[config.mk]
export PLATFORM = sky130hd
export DESIGN_NAME = frame_reader_fsm
export DESIGN_NICKNAME = d
export VERILOG_FILES = /design/src/rtl/frame_reader_fsm.sv
export SDC_FILE = /design/constraint.sdc
export NUM_CORES = 1
export LEC_CHECK = 0
export ABC_CLOCK_PERIOD_IN_PS = 3900
export CAP_MARGIN = 20
export CORE_UTILIZATION = 35
export DETAILED_ROUTE_END_ITERATION = 16
export GPL_TIMING_DRIVEN = 0
export PLACE_DENSITY = 0.6
export SETUP_SLACK_MARGIN = 0.02
export SLEW_MARGIN = 20
export SYNTH_ARGS = -nofsm -noshare
export SYNTH_HDL_FRONTEND = slang
export SYNTH_SLANG_ARGS = --single-unit
[constraint.sdc]
create_clock -name clk -period 3.9 [get_ports clk]
set_input_delay 0.78 -clock clk [delete_from_list [all_inputs] [get_ports clk]]
set_output_delay 0.78 -clock clk [all_outputs]
set_load 0.01 [all_outputs]
[src/rtl/frame_reader_fsm.sv]
// Frame buffer read-back controller: streams FRAME_LEN bytes per frame on a valid/ready
// byte interface and appends a CRC-8 computed on the fly as the last byte of each frame.
//
// state | meaning
// ------+-----------------------------------------------------------------
// IDLE  | waiting for start; zero-frame requests answered with done
// FETCH | mem_rd_en high for this single cycle
// LOAD  | mem_rdata captured into tx_data, tx_valid raised
// SEND  | data byte offered downstream, held until tx_ready
// CRC   | CRC byte offered with tx_last, held until tx_ready
// NEXT  | CRC reset and counters advanced before the next frame's fetch
module frame_reader_fsm #(
    parameter int          ADDR_W    = 10,
    parameter int          FRAME_LEN = 16,
    parameter int          FRAMES_W  = 8,
    parameter logic [7:0]  CRC_POLY  = 8'h07,
    parameter logic [7:0]  CRC_INIT  = 8'h00
) (
    input  logic                clk,
    input  logic                rst_n,
    input  logic                start,
    input  logic [FRAMES_W-1:0] nbr_frames,
    output logic                mem_rd_en,
    output logic [ADDR_W-1:0]   mem_addr,
    input  logic [7:0]          mem_rdata,
    output logic [7:0]          tx_data,
    output logic                tx_valid,
    input  logic                tx_ready,
    output logic                tx_last,
    output logic                busy,
    output logic                done
);

    localparam int BC_W = (FRAME_LEN > 1) ? $clog2(FRAME_LEN) : 1;

    typedef enum logic [2:0] {
        S_IDLE  = 3'd0,
        S_FETCH = 3'd1,
        S_LOAD  = 3'd2,
        S_SEND  = 3'd3,
        S_CRC   = 3'd4,
        S_NEXT  = 3'd5
    } state_t;

    state_t              r_state;
    logic [FRAMES_W-1:0] r_nbr;
    logic [FRAMES_W-1:0] r_frame_cnt;
    logic [BC_W-1:0]     r_byte_cnt;
    logic [7:0]          r_crc;
    logic [ADDR_W-1:0]   r_addr;
    logic                r_rd_en;
    logic [7:0]          r_tx_data;
    logic                r_tx_valid;
    logic                r_tx_last;
    logic                r_busy;
    logic                r_done;

    logic [7:0]          w_crc_next;
    logic                w_last_byte;
    logic                w_last_frame;

    function automatic logic [7:0] crc8(input logic [7:0] crc_in, input logic [7:0] data);
        logic [7:0] c;
        c = crc_in ^ data;
        for (int i = 0; i < 8; i++) begin
            c = c[7] ? ((c << 1) ^ CRC_POLY) : (c << 1);
        end
        return c;
    endfunction

    assign w_crc_next   = crc8(r_crc, r_tx_data);
    assign w_last_byte  = (r_byte_cnt == BC_W'(FRAME_LEN - 1));
    assign w_last_frame = (r_frame_cnt == (r_nbr - 1'b1));

    always_ff @(posedge clk or negedge rst_n) begin
        if (!rst_n) begin
            r_state     <= S_IDLE;
            r_nbr       <= '0;
            r_frame_cnt <= '0;
            r_byte_cnt  <= '0;
            r_crc       <= CRC_INIT;
            r_addr      <= '0;
            r_rd_en     <= 1'b0;
            r_tx_data   <= 8'h00;
            r_tx_valid  <= 1'b0;
            r_tx_last   <= 1'b0;
            r_busy      <= 1'b0;
            r_done      <= 1'b0;
        end else begin
            r_done <= 1'b0;
            case (r_state)
                S_IDLE: begin
                    r_rd_en    <= 1'b0;
                    r_tx_valid <= 1'b0;
                    r_tx_last  <= 1'b0;
                    r_busy     <= 1'b0;
                    if (start) begin
                        if (nbr_frames != '0) begin
                            r_state     <= S_FETCH;
                            r_nbr       <= nbr_frames;
                            r_addr      <= '0;
                            r_byte_cnt  <= '0;
                            r_frame_cnt <= '0;
                            r_crc       <= CRC_INIT;
                            r_rd_en     <= 1'b1;
                            r_busy      <= 1'b1;
                        end else begin
                            r_done <= 1'b1;
                        end
                    end
                end
                S_FETCH: begin
                    r_rd_en <= 1'b0;
                    r_state <= S_LOAD;
                end
                S_LOAD: begin
                    r_tx_data  <= mem_rdata;
                    r_tx_valid <= 1'b1;
                    r_state    <= S_SEND;
                end
                S_SEND: begin
                    if (tx_ready) begin
                        r_crc <= w_crc_next;
                        // The CRC byte is presented straight away so it costs only one cycle.
                        if (w_last_byte) begin
                            r_tx_data <= w_crc_next;
                            r_tx_last <= 1'b1;
                            r_state   <= S_CRC;
                        end else begin
                            r_tx_valid <= 1'b0;
                            r_byte_cnt <= r_byte_cnt + 1'b1;
                            r_addr     <= r_addr + 1'b1;
                            r_rd_en    <= 1'b1;
                            r_state    <= S_FETCH;
                        end
                    end
                end
                S_CRC: begin
                    if (tx_ready) begin
                        r_tx_valid <= 1'b0;
                        r_tx_last  <= 1'b0;
                        if (w_last_frame) begin
                            r_done  <= 1'b1;
                            r_busy  <= 1'b0;
                            r_state <= S_IDLE;
                        end else begin
                            r_state <= S_NEXT;
                        end
                    end
                end
                S_NEXT: begin
                    r_crc       <= CRC_INIT;
                    r_byte_cnt  <= '0;
                    r_frame_cnt <= r_frame_cnt + 1'b1;
                    r_addr      <= r_addr + 1'b1;
                    r_rd_en     <= 1'b1;
                    r_state     <= S_FETCH;
                end
                default: begin
                    r_rd_en    <= 1'b0;
                    r_tx_valid <= 1'b0;
                    r_tx_last  <= 1'b0;
                    r_busy     <= 1'b0;
                    r_state    <= S_IDLE;
                end
            endcase
        end
    end

    assign mem_rd_en = r_rd_en;
    assign mem_addr  = r_addr;
    assign tx_data   = r_tx_data;
    assign tx_valid  = r_tx_valid;
    assign tx_last   = r_tx_last;
    assign busy      = r_busy;
    assign done      = r_done;

endmodule

==> results of run 1 <==
-- worst max-delay path: stages --
cell and delay (ns):
clkdlybuf4s50_1 0.42, nor4_1 0.75, a21bo_2 0.35, clkbuf_1 0.46, a21oi_1 0.12, a221o_1 0.27
-- placed cells by master (no fill, tap or decap), drive strengths merged, types with 3 or more instances in the layout --
cell type	instances
o2bb2ai	3
nor2	24
nand2b	4
nor3	3
o21bai	3
o21ai	24
buf	6
o31ai	4
nor4	3
mux2i	3
or3	6
xnor2	29
or4	3
ha	4
clkdlybuf4s50	41
inv	8
clkbuf	14
a21oi	14
nand2	52
xor2	13
and3	4
a22o	5
nand3	15
nand3b	3
nor4b	3
dfrtp	54
nand4	3
a211oi	3
nor2b	3
-- power groups by stage --
stage / clock (mW) / combinational (mW) / sequential [mW]
after floorplan: 0 / 1.26 / 0.934
after global placement: 0 / 1.70 / 0.947
after detailed placement: 0 / 1.73 / 0.948
after CTS: 0.401 / 1.74 / 0.940
after global routing: 0.418 / 1.94 / 0.975
final: 0.392 / 1.73 / 0.940
-- stage by stage --
stage	total power [mW]	area, sq um	hold slack, ns	std cells
floorplan	2.19	3130	0.467	336
global placement	2.65	3680	0.487	486
detailed placement	2.67	3680	0.497	486
CTS	3.08	3790	0.518	493
global route	3.33	3790	0.538	493
finish	3.07	3790	0.510	493
-- state kept, by name (all words and copies together) (netlist names) --
name	count
mem_rd_en	1
r_byte_cnt	4
tx_valid	1
mem_addr	10
busy	1
done	1
tx_data	8
r_crc	8
tx_last	1
r_nbr	8
r_frame_cnt	8
r_state	3
-- how the worst max path moves through the flow --
| stage | end | slack (ns) | cells after the start |
|---|---|---|---|
| final | busy | 0.94 | 6 |
| after floorplan | busy | 1.58 | 5 |
| after global routing | busy | 0.79 | 6 |
| after global placement | mem_addr[5] | 0.26 | 1 |
| after CTS | busy | 0.88 | 6 |
| after detailed placement | busy | 0.56 | 6 |
-- logic make-up (layout without fill, tap and decap cells) --
group                      count (synthesis)  count (layout)
AOI/OAI and AO/OA                         76              76
xor gates and xnor gates                  44              44
adders and majority gates                  4               4
buffers and inverters                     21              70
DFF                                       54              54
muxes                                      4               4
and+or+nand+nor                          133             133
-- layout make-up --
cell class,count,share of cell area
clock buffers,6,0.0218
multi-input cells,261,0.443
well taps,108,0.0356
clock inverters,1,0.00792
repair buffers,42,0.110
plain buffers,13,0.0175
inverters,8,0.00792
flip-flops and latches,54,0.356
-- per-layer routing --
| layer | share of wire | track usage | up-vias |
|---|---|---|---|
| li1 | - | - | 1289 |
| met1 | 0.50 | 0.262 | 1295 |
| met2 | 0.46 | 0.268 | 47 |
| met3 | 0.030 | 0.0266 | 5 |
| met4 | 0.0082 | 0.0380 | 0 |
| met5 | 0 | 0 | - |
==> out/results.ini, run 1 <==
[status]
outcome=complete, no violations

[clocking]
postCtsResizedCells=0
htree_levels=2
numCtsBuffers=5
cts_tree=built
cts-hold-fix-buffers=0
clockBufferDepth=2
cts-root-buf=clkbuf_8
path_clk_slew_ns=0.10
cts_setup_buffers=0
clock-sinks=54
insertion_delay_ns=0.30

[cells_and_area]
area_growth_pct=21.3
seqCellArea_sq_um=1350
nets=409
multiInputGateArea_sq_um=1680
fillerInstances=863
antennaDiodeCount=0
final_util=0.437
post_route_cells_drive_above_1_share=0.0442

[synth]
synth.top_cell.area_share=0.432
synth-compound-area-share=0.162
synthAdderAreaFrac=0.0160
yosys_warnings=0
syn_area_sq_um=3130
synthTopCellsByArea=dfrtp_1 (43%), xnor2_1 (8.1%), nand2_1 (6.2%)
yosys.area_share.simple=0.213
synth_top_family_by_area=simple AND/OR/NAND/NOR gates
synth_common_cells=dfrtp_1 (54), nand2_1 (52), xnor2_1 (29)
async_flop_share=1.00
synth_area_per_cell_sq_um=9.30
syn_inst=336
synth_edf_count=0
synthFlopType=dfrtp_1
synth_nets=360
synthMuxAreaShare=0.0132
ys_ff_latch=54
yosys.cell_count.top_type=dfrtp_1
synth_xor_area_frac=0.133
synth_cell_type_count=58
yosysTopAreaCell=dfrtp_1
ys_seq_area_frac=0.432

[pwr]
internal_power_mw=1.75
combPwrFrac=0.566
p_clk_frac=0.128
swShare=0.430
p_leak_nw=1.58
power_density_nw_per_um2=809
pwr-share-seq=0.307
switching_power_mw=1.32
ir_worst_vdd_mv=0.261

[min_path]
holdPathStages=1
min_from=tx_valid
min_path_type=flip-flop to flip-flop
hold_end=tx_valid

[drt]
num_vias=2636
first_iter_violations=148
drc=0
postRouteAntennaNets=0
firstDrtPassIters=4
wirelength_mm=7.44
routed_via_density=5.35
wire_per_inst_um=15.1

[setup_path]
critPathKind=primary input to flip-flop
critPathLaunchType=primary input
crit_required_ns=4.10
r2r_slack_ns=1.45
r2r-start=r_state[1]
crit_arrival_ns=3.16
end_kind=flip-flop
path_max_fanout=10
r2r_end=r_crc[7]
reg2reg_depth=7
crit_start=nbr_frames[5]

[timing]
hold_viol=0
fin_ws_ns=0.937
tightest_slew_ns=0.849
period_share=0.760
period_minus_slack_ns=2.96
finClkSkew_ns=0.00594
drv_slew=0
slew_headroom=0.429
finalSetupViolations=0
grt_setup_unrepaired=false
fmax_mhz=338
finalSetupTns_ns=0

[floorplanning]
rows=34
die_w_um=96.5
coreArea_sq_um=8680
die-area_sq_um=9310
initial_utilization=0.360
pin_count=43
dieHeight_um=96.5

[place]
pre_cts_slack_ns=0.560
gp_congestion=0.782
hpwl_mm=5.35
portBuffers=42

[run]
maxCapViolCount=0

[grt]
antenna_found_initial=0
grt_pass1_wl_mm=12.6
grt_overflow=0
grt_pass1_vias=2546
grt_max_degree=55
grt_use_total=0.176

(Power assumes the default switching activity.)
==> run 2, diff against run 1 <==
--- a/config.mk
+++ b/config.mk
@@ -5,12 +5,12 @@
 export SDC_FILE = /design/constraint.sdc
 export NUM_CORES = 1
 export LEC_CHECK = 0
-export ABC_CLOCK_PERIOD_IN_PS = 3900
+export ABC_CLOCK_PERIOD_IN_PS = 2410
 export CAP_MARGIN = 20
 export CORE_UTILIZATION = 35
 export DETAILED_ROUTE_END_ITERATION = 16
 export GPL_TIMING_DRIVEN = 0
-export PLACE_DENSITY = 0.6
+export PLACE_DENSITY = 0.62
 export SETUP_SLACK_MARGIN = 0.02
 export SLEW_MARGIN = 20
 export SYNTH_ARGS = -nofsm -noshare
==> constraint.sdc (replaced) <==
create_clock -name clk -period 2.41 [get_ports clk]
set_input_delay 0.482 -clock clk [delete_from_list [all_inputs] [get_ports clk]]
set_output_delay 0.482 -clock clk [all_outputs]
set_load 0.01 [all_outputs]
==> run 2 against run 1 <==
  * First-iteration DRC count up 7.4%
  * Design area up 1.4%
  * Critical path depth up 1
  * Via count down 0.80%
  * Combinational power up 64%
  * Count of clock-buffer cells in the layout unchanged
  * Power up 63%
  * Routed wire length up 0.93%
  * Worst setup slack worse by 0.83 ns
  * Global-route usage down 0.60 points
  * Largest power group unchanged
  * Highest routed layer unchanged
==> out/results.ini, run 2 (synthesis gave the netlist of run 1 again) <==
[timing]
period_share=0.957
fmax_mhz=434
finalSetupViolations=0  ; unchanged
finalSetupTns_ns=0  ; unchanged
hold_viol=0  ; unchanged
fin_ws_ns=0.105  ; was 0.937 ns
slew_headroom=0.540  ; was 0.429
drv_slew=0  ; unchanged
tightest_slew_ns=0.689  ; was 0.849 ns
finClkSkew_ns=0.00724  ; was 0.00594 ns
grt_setup_unrepaired=false  ; unchanged
period_minus_slack_ns=2.31

[setup_path]
critPathLaunchType=primary input  ; unchanged
critPathKind=primary input to flip-flop  ; unchanged
path_max_fanout=10  ; unchanged
crit_required_ns=2.61  ; was 4.10 ns
crit_arrival_ns=2.51  ; was 3.16 ns
reg2reg_depth=5  ; was 7
critPathMaxStageDelay_ns=0.47  ; was 0.75 ns
path_cells=clkdlybuf4s50_1 > nor4_4 > a21boi_2 > buf_2 > nor2_2 > nor2_1 > a32o_1  ; was clkdlybuf4s50_1 > nor4_1 > a21bo_2 > clkbuf_1 > a21oi_1 > a221o_1
cpMaxStageDelayCell=clkdlybuf4s50_1  ; was nor4_1
r2r_slack_ns=0.15  ; was 1.45 ns
end_kind=flip-flop  ; unchanged

[clocking]
cts-root-buf=clkbuf_8  ; unchanged
path_clk_slew_ns=0.10  ; about the same
clockBufferDepth=2  ; unchanged
insertion_delay_ns=0.31  ; was 0.30 ns
clock-sinks=54  ; unchanged
cts_tree=built  ; unchanged
htree_levels=2  ; unchanged
numCtsBuffers=5  ; unchanged

[floorplanning]
die-area_sq_um=9310  ; unchanged
die_w_um=96.5  ; unchanged
dieHeight_um=96.5  ; unchanged
pin_count=43  ; unchanged
coreArea_sq_um=8680  ; unchanged
initial_utilization=0.360  ; unchanged
rows=34  ; unchanged

[drt]
postRouteAntennaNets=0  ; unchanged
routed_via_density=5.29  ; was 5.35
firstDrtPassIters=4  ; unchanged
num_vias=2615  ; was 2636
wirelength_mm=7.50  ; was 7.44 mm
drc=0  ; unchanged
first_iter_violations=159  ; was 148
wire_per_inst_um=15.2  ; was 15.1 um

[grt]
grt_overflow=0  ; unchanged
antenna_found_initial=0  ; unchanged
grt_pass1_wl_mm=12.1  ; was 12.6 mm
grt_use_total=0.170  ; was 0.176
grt_pass1_vias=2448  ; was 2546
grt_max_degree=55  ; unchanged

[place]
portBuffers=42  ; unchanged
gp_congestion=0.811  ; was 0.782
pre_cts_slack_ns=-0.559  ; was 0.560 ns
hpwl_mm=5.40  ; was 5.35 mm

[cells_and_area]
antennaDiodeCount=0  ; unchanged
post_route_cells_drive_above_1_share=0.0596  ; was 0.0442
layout_common_cells=dfrtp_1 (54), nand2_1 (52), clkdlybuf4s50_1 (41), xnor2_1 (29), nor2_1 (23)  ; unchanged
largest_reg_flops=10  ; unchanged
fillerInstances=877  ; was 863
nets=410  ; was 409
area_growth_pct=23.0  ; was 21.3%
final_common_cell=dfrtp_1  ; unchanged

[pwr]
ir_worst_vdd_mv=0.504  ; was 0.261 mV
p_leak_nw=1.60  ; was 1.58 nW
power_density_nw_per_um2=1300  ; was 809 nW/um^2

[min_path]
min_path_type=primary input to asynchronous set/reset pin  ; was flip-flop to flip-flop

[run]
maxCapViolCount=0  ; unchanged

[status]
outcome=complete, no violations  ; unchanged

-- run 2: cell types whose count changed in the layout (fill, tap and decap cells not counted), sizes merged --
| cell | previous run | this run |
|---|---|---|
| buf | 6 | 7 |
-- run 2: power breakdown --
part,leakage [nW],switching (mW),internal (mW)
Sequential,0.710,0.329,1.19
Clock,0.0573,0.303,0.333
Combinational,0.832,1.52,1.32
-- run 2: area by class of cell --
cell class	count	area [sq um]	area share
Buffer	13	67.6	0.0176
Clock buffer	6	82.6	0.0215
Clock inverter	1	30.0	0.00781
Inverter	8	30.0	0.00781
Multi-Input combinational cell	261	1720	0.448
Sequential cell	54	1350	0.352
Tap cell	108	135	0.0352
Timing Repair Buffer	43	425	0.111
-- run 2: per-stage QoR --
step / hold WS [ns] / power, mW / std cells / cell area, sq um / utilization
5_1_grt: 0.258 / 5.41 / 494 / 3840 / 0.443
2_1_floorplan: 0.186 / 3.54 / 336 / 3130 / -
4_1_cts: 0.238 / 4.97 / 494 / 3820 / 0.440
6_report: 0.211 / 5.00 / 494 / 3840 / 0.443
3_5_place_dp: 0.497 / 4.32 / 486 / 3680 / 0.424
3_3_place_gp: 0.486 / 4.27 / 486 / 3680 / 0.424
-- run 2: path summary, 6_finish.rpt --
path                                       to     startpoint
worst max-delay path            r_byte_cnt[1]  nbr_frames[5]
worst min-delay path               tx_data[6]          rst_n
worst max register to register           busy       r_nbr[2]
worst min register to register       r_crc[0]       r_crc[0]
max in group asynchronous          r_state[2]          rst_n
min in group clk                     r_crc[0]       r_crc[0]
-- run 2: what timing repair did --
item,4_1_cts,5_1_grt
cloned,0,0
resized for setup,4,3
endpoints found under the setup margin,19,9
setup buffers,1,0
hold buffers,0,0
-- run 2: routing by layer --
layer,GRT usage,up-vias,wire length (um)
met2,0.265,57,3350
met1,0.249,1268,3800
met5,0,-,0
met3,0.0235,6,273
li1,-,1284,-
met4,0.0368,0,74
-- run 2: critical path: cells and delay by family --
| family | cells | cell delay, ns |
|---|---|---|
| AND/OR/NAND/NOR | 3 | 0.93 |
| buffers and inverters | 2 | 0.68 |
| AO/OA/AOI/OAI | 2 | 0.42 |
==> run 3, diff against run 2 <==
--- a/config.mk
+++ b/config.mk
@@ -9,8 +9,8 @@
 export CAP_MARGIN = 20
 export CORE_UTILIZATION = 35
 export DETAILED_ROUTE_END_ITERATION = 16
-export GPL_TIMING_DRIVEN = 0
-export PLACE_DENSITY = 0.62
+export DONT_BUFFER_PORTS = 1
+export PLACE_DENSITY = 0.57
 export SETUP_SLACK_MARGIN = 0.02
 export SLEW_MARGIN = 20
 export SYNTH_ARGS = -nofsm -noshare
==> run 3 against run 2 <==
  * Critical path depth decreased by 2
  * Register-to-register slack better by 0.03 ns
  * Worst hold slack got worse by 0.20 ns
  * Global-route usage is essentially flat
  * Routed wire length down 2.6%
  * Critical endpoint is now busy
==> out/results.ini, run 3 (synthesis gave the netlist of run 1 again) <==
[setup_path]
path_max_fanout=7  ; was 10
crit_required_ns=2.61  ; about the same
end_kind=flip-flop  ; unchanged
critPathKind=flip-flop to flip-flop  ; was primary input to flip-flop
critPathMaxStageDelay_ns=0.55  ; was 0.47 ns
path_cells=or4_1 > or3_1 > a32oi_2 > nand3_1 > a221o_1  ; was clkdlybuf4s50_1 > nor4_4 > a21boi_2 > buf_2 > nor2_2 > nor2_1 > a32o_1
crit_arrival_ns=2.43  ; was 2.51 ns
critPathLaunchType=flip-flop  ; was primary input
cpMaxStageDelayCell=or4_1  ; was clkdlybuf4s50_1

[timing]
period_share=0.924  ; was 0.957
grt_setup_unrepaired=false  ; unchanged
period_minus_slack_ns=2.23  ; was 2.31 ns
finalSetupViolations=0  ; unchanged
tightest_slew_ns=0.632  ; was 0.689 ns
drv_slew=0  ; unchanged
fmax_mhz=449  ; was 434 MHz
slew_headroom=0.574  ; was 0.540
finalSetupTns_ns=0  ; unchanged
finClkSkew_ns=0.00516  ; was 0.00724 ns
hold_viol=0  ; unchanged

[cells_and_area]
layout_common_cells=dfrtp_1 (54), nand2_1 (52), xnor2_1 (29), nor2_1 (23), o21ai_0 (20)  ; was dfrtp_1 (54), nand2_1 (52), clkdlybuf4s50_1 (41), xnor2_1 (29), nor2_1 (23)
largest_reg_flops=10  ; unchanged
final_common_cell=dfrtp_1  ; unchanged
fillerInstances=880  ; was 877
antennaDiodeCount=0  ; unchanged
seqCellArea_sq_um=1350  ; unchanged
multiInputGateArea_sq_um=1690  ; was 1720 sq um
area_growth_pct=10.7  ; was 23.0%
post_route_cells_drive_above_1_share=0.0867  ; was 0.0596
nets=370  ; was 410

[clocking]
clockBufferDepth=2  ; unchanged
cts_setup_buffers=0  ; was 1
clock-sinks=54  ; unchanged
path_clk_slew_ns=0.10  ; about the same
insertion_delay_ns=0.31  ; about the same
numCtsBuffers=5  ; unchanged
cts-root-buf=clkbuf_8  ; unchanged
htree_levels=2  ; unchanged
cts_tree=built  ; unchanged

[pwr]
ir_worst_vdd_mv=0.702  ; was 0.504 mV
power_mw=4.81  ; was 5.00 mW
power_density_nw_per_um2=1390  ; was 1300 nW/um^2
p_leak_nw=1.48  ; was 1.60 nW

[drt]
wl_met1_mm=3.50  ; was 3.80 mm
first_iter_violations=94  ; was 159
wirelength_mm=7.31  ; was 7.50 mm
wire_per_inst_um=16.1  ; was 15.2 um
routed_via_density=5.36  ; was 5.29
num_vias=2433  ; was 2615
postRouteAntennaNets=0  ; unchanged
firstDrtPassIters=4  ; unchanged
wl_met3_um=274  ; was 273 um
highest_layer=met4  ; unchanged
met2_length_mm=3.46  ; was 3.35 mm
drc=0  ; unchanged

[grt]
grt_overflow=0  ; unchanged
grt_max_degree=55  ; unchanged
grt_use_total=0.170  ; about the same
antenna_found_initial=0  ; unchanged
grt_pass1_wl_mm=12.1  ; about the same
grt_pass1_vias=2357  ; was 2448

[place]
portBuffers=0  ; was 42
hpwl_mm=5.21  ; was 5.40 mm
gp_congestion=0.824  ; was 0.811

[status]
outcome=complete, no violations  ; unchanged

[floorplanning]
coreArea_sq_um=8680  ; unchanged
rows=34  ; unchanged
die-area_sq_um=9310  ; unchanged
pin_count=43  ; unchanged
initial_utilization=0.360  ; unchanged
dieHeight_um=96.5  ; unchanged
die_w_um=96.5  ; unchanged

[run]
maxCapViolCount=0  ; unchanged

[min_path]
min_path_type=primary input to asynchronous set/reset pin  ; unchanged

## run 3: cell count changes in the layout (fill, tap and decap cells not counted), moves of 2 or more
cell / before / now
clkdlybuf4s50_1: 41 / 0
buf_4: 2 / 15
clkbuf_1: 7 / 0
buf_2: 2 / 0
buf_6: 2 / 0
nor4_1: 1 / 3
nor4_4: 2 / 0
## run 3: critical path: cells and delay by family (launching register included)
family,cells,cell delay (ns)
AO/OA/AOI/OAI,2,0.56
flip-flops,1,0.46
AND/OR/NAND/NOR,3,1.09
## run 3: through the flow
| stage | hold slack, ns | instances | utilization | setup slack [ns] | cell area, sq um |
|---|---|---|---|---|---|
| 2_1_floorplan | 0.186 | 336 | - | 0.335 | 3130 |
| 3_3_place_gp | 0.189 | 446 | 0.381 | 0.230 | 3310 |
| 3_5_place_dp | 0.189 | 446 | 0.381 | 0.183 | 3310 |
| 4_1_cts | 0.0317 | 454 | 0.397 | 0.164 | 3450 |
| 5_1_grt | 0.0217 | 454 | 0.399 | 0.0602 | 3460 |
| 6_report | 0.00736 | 454 | 0.399 | 0.184 | 3460 |
## run 3: metal layers
metal  track usage  vias to the layer above
met5             0                        -
met4        0.0368                        0
met3        0.0352                        5
met2         0.271                       41
met1         0.238                     1180
li1              -                     1207
## run 3: path summary, 6_finish.rpt
check / start / end / slack, ns / cells past startpoint
max: r_nbr[2] / busy / 0.18 / 5
max in group asynchronous: rst_n / mem_addr[8] / 2.13 / 1
max reg2reg: r_nbr[2] / busy / 0.18 / 5
min: rst_n / done / 0.007 / 1
min in group clk: nbr_frames[6] / r_nbr[6] / 0.27 / 2
min reg2reg: r_crc[2] / r_crc[2] / 0.51 / 2
## run 3: cell type report
class	instances	share of cell area
clock inverters	1	0.00868
well taps	108	0.0390
repair buffers	16	0.0405
multi-input cells	261	0.489
clock buffers	6	0.0239
inverters	8	0.00868
flip-flops and latches	54	0.390
## run 3: timing repair
action	in CTS	in global routing
gates resized for setup	0	2
setup endpoints to repair	0	2
hold buffers	1	0
hold endpoints to repair	54	0
## run 3: power breakdown
| group | internal, mW | total (mW) | switching (mW) |
|---|---|---|---|
| clock | 0.333 | 0.629 | 0.296 |
| combinational | 1.17 | 2.57 | 1.40 |
| sequential | 1.19 | 1.61 | 0.413 |
| total | 2.70 | 4.81 | 2.11 |
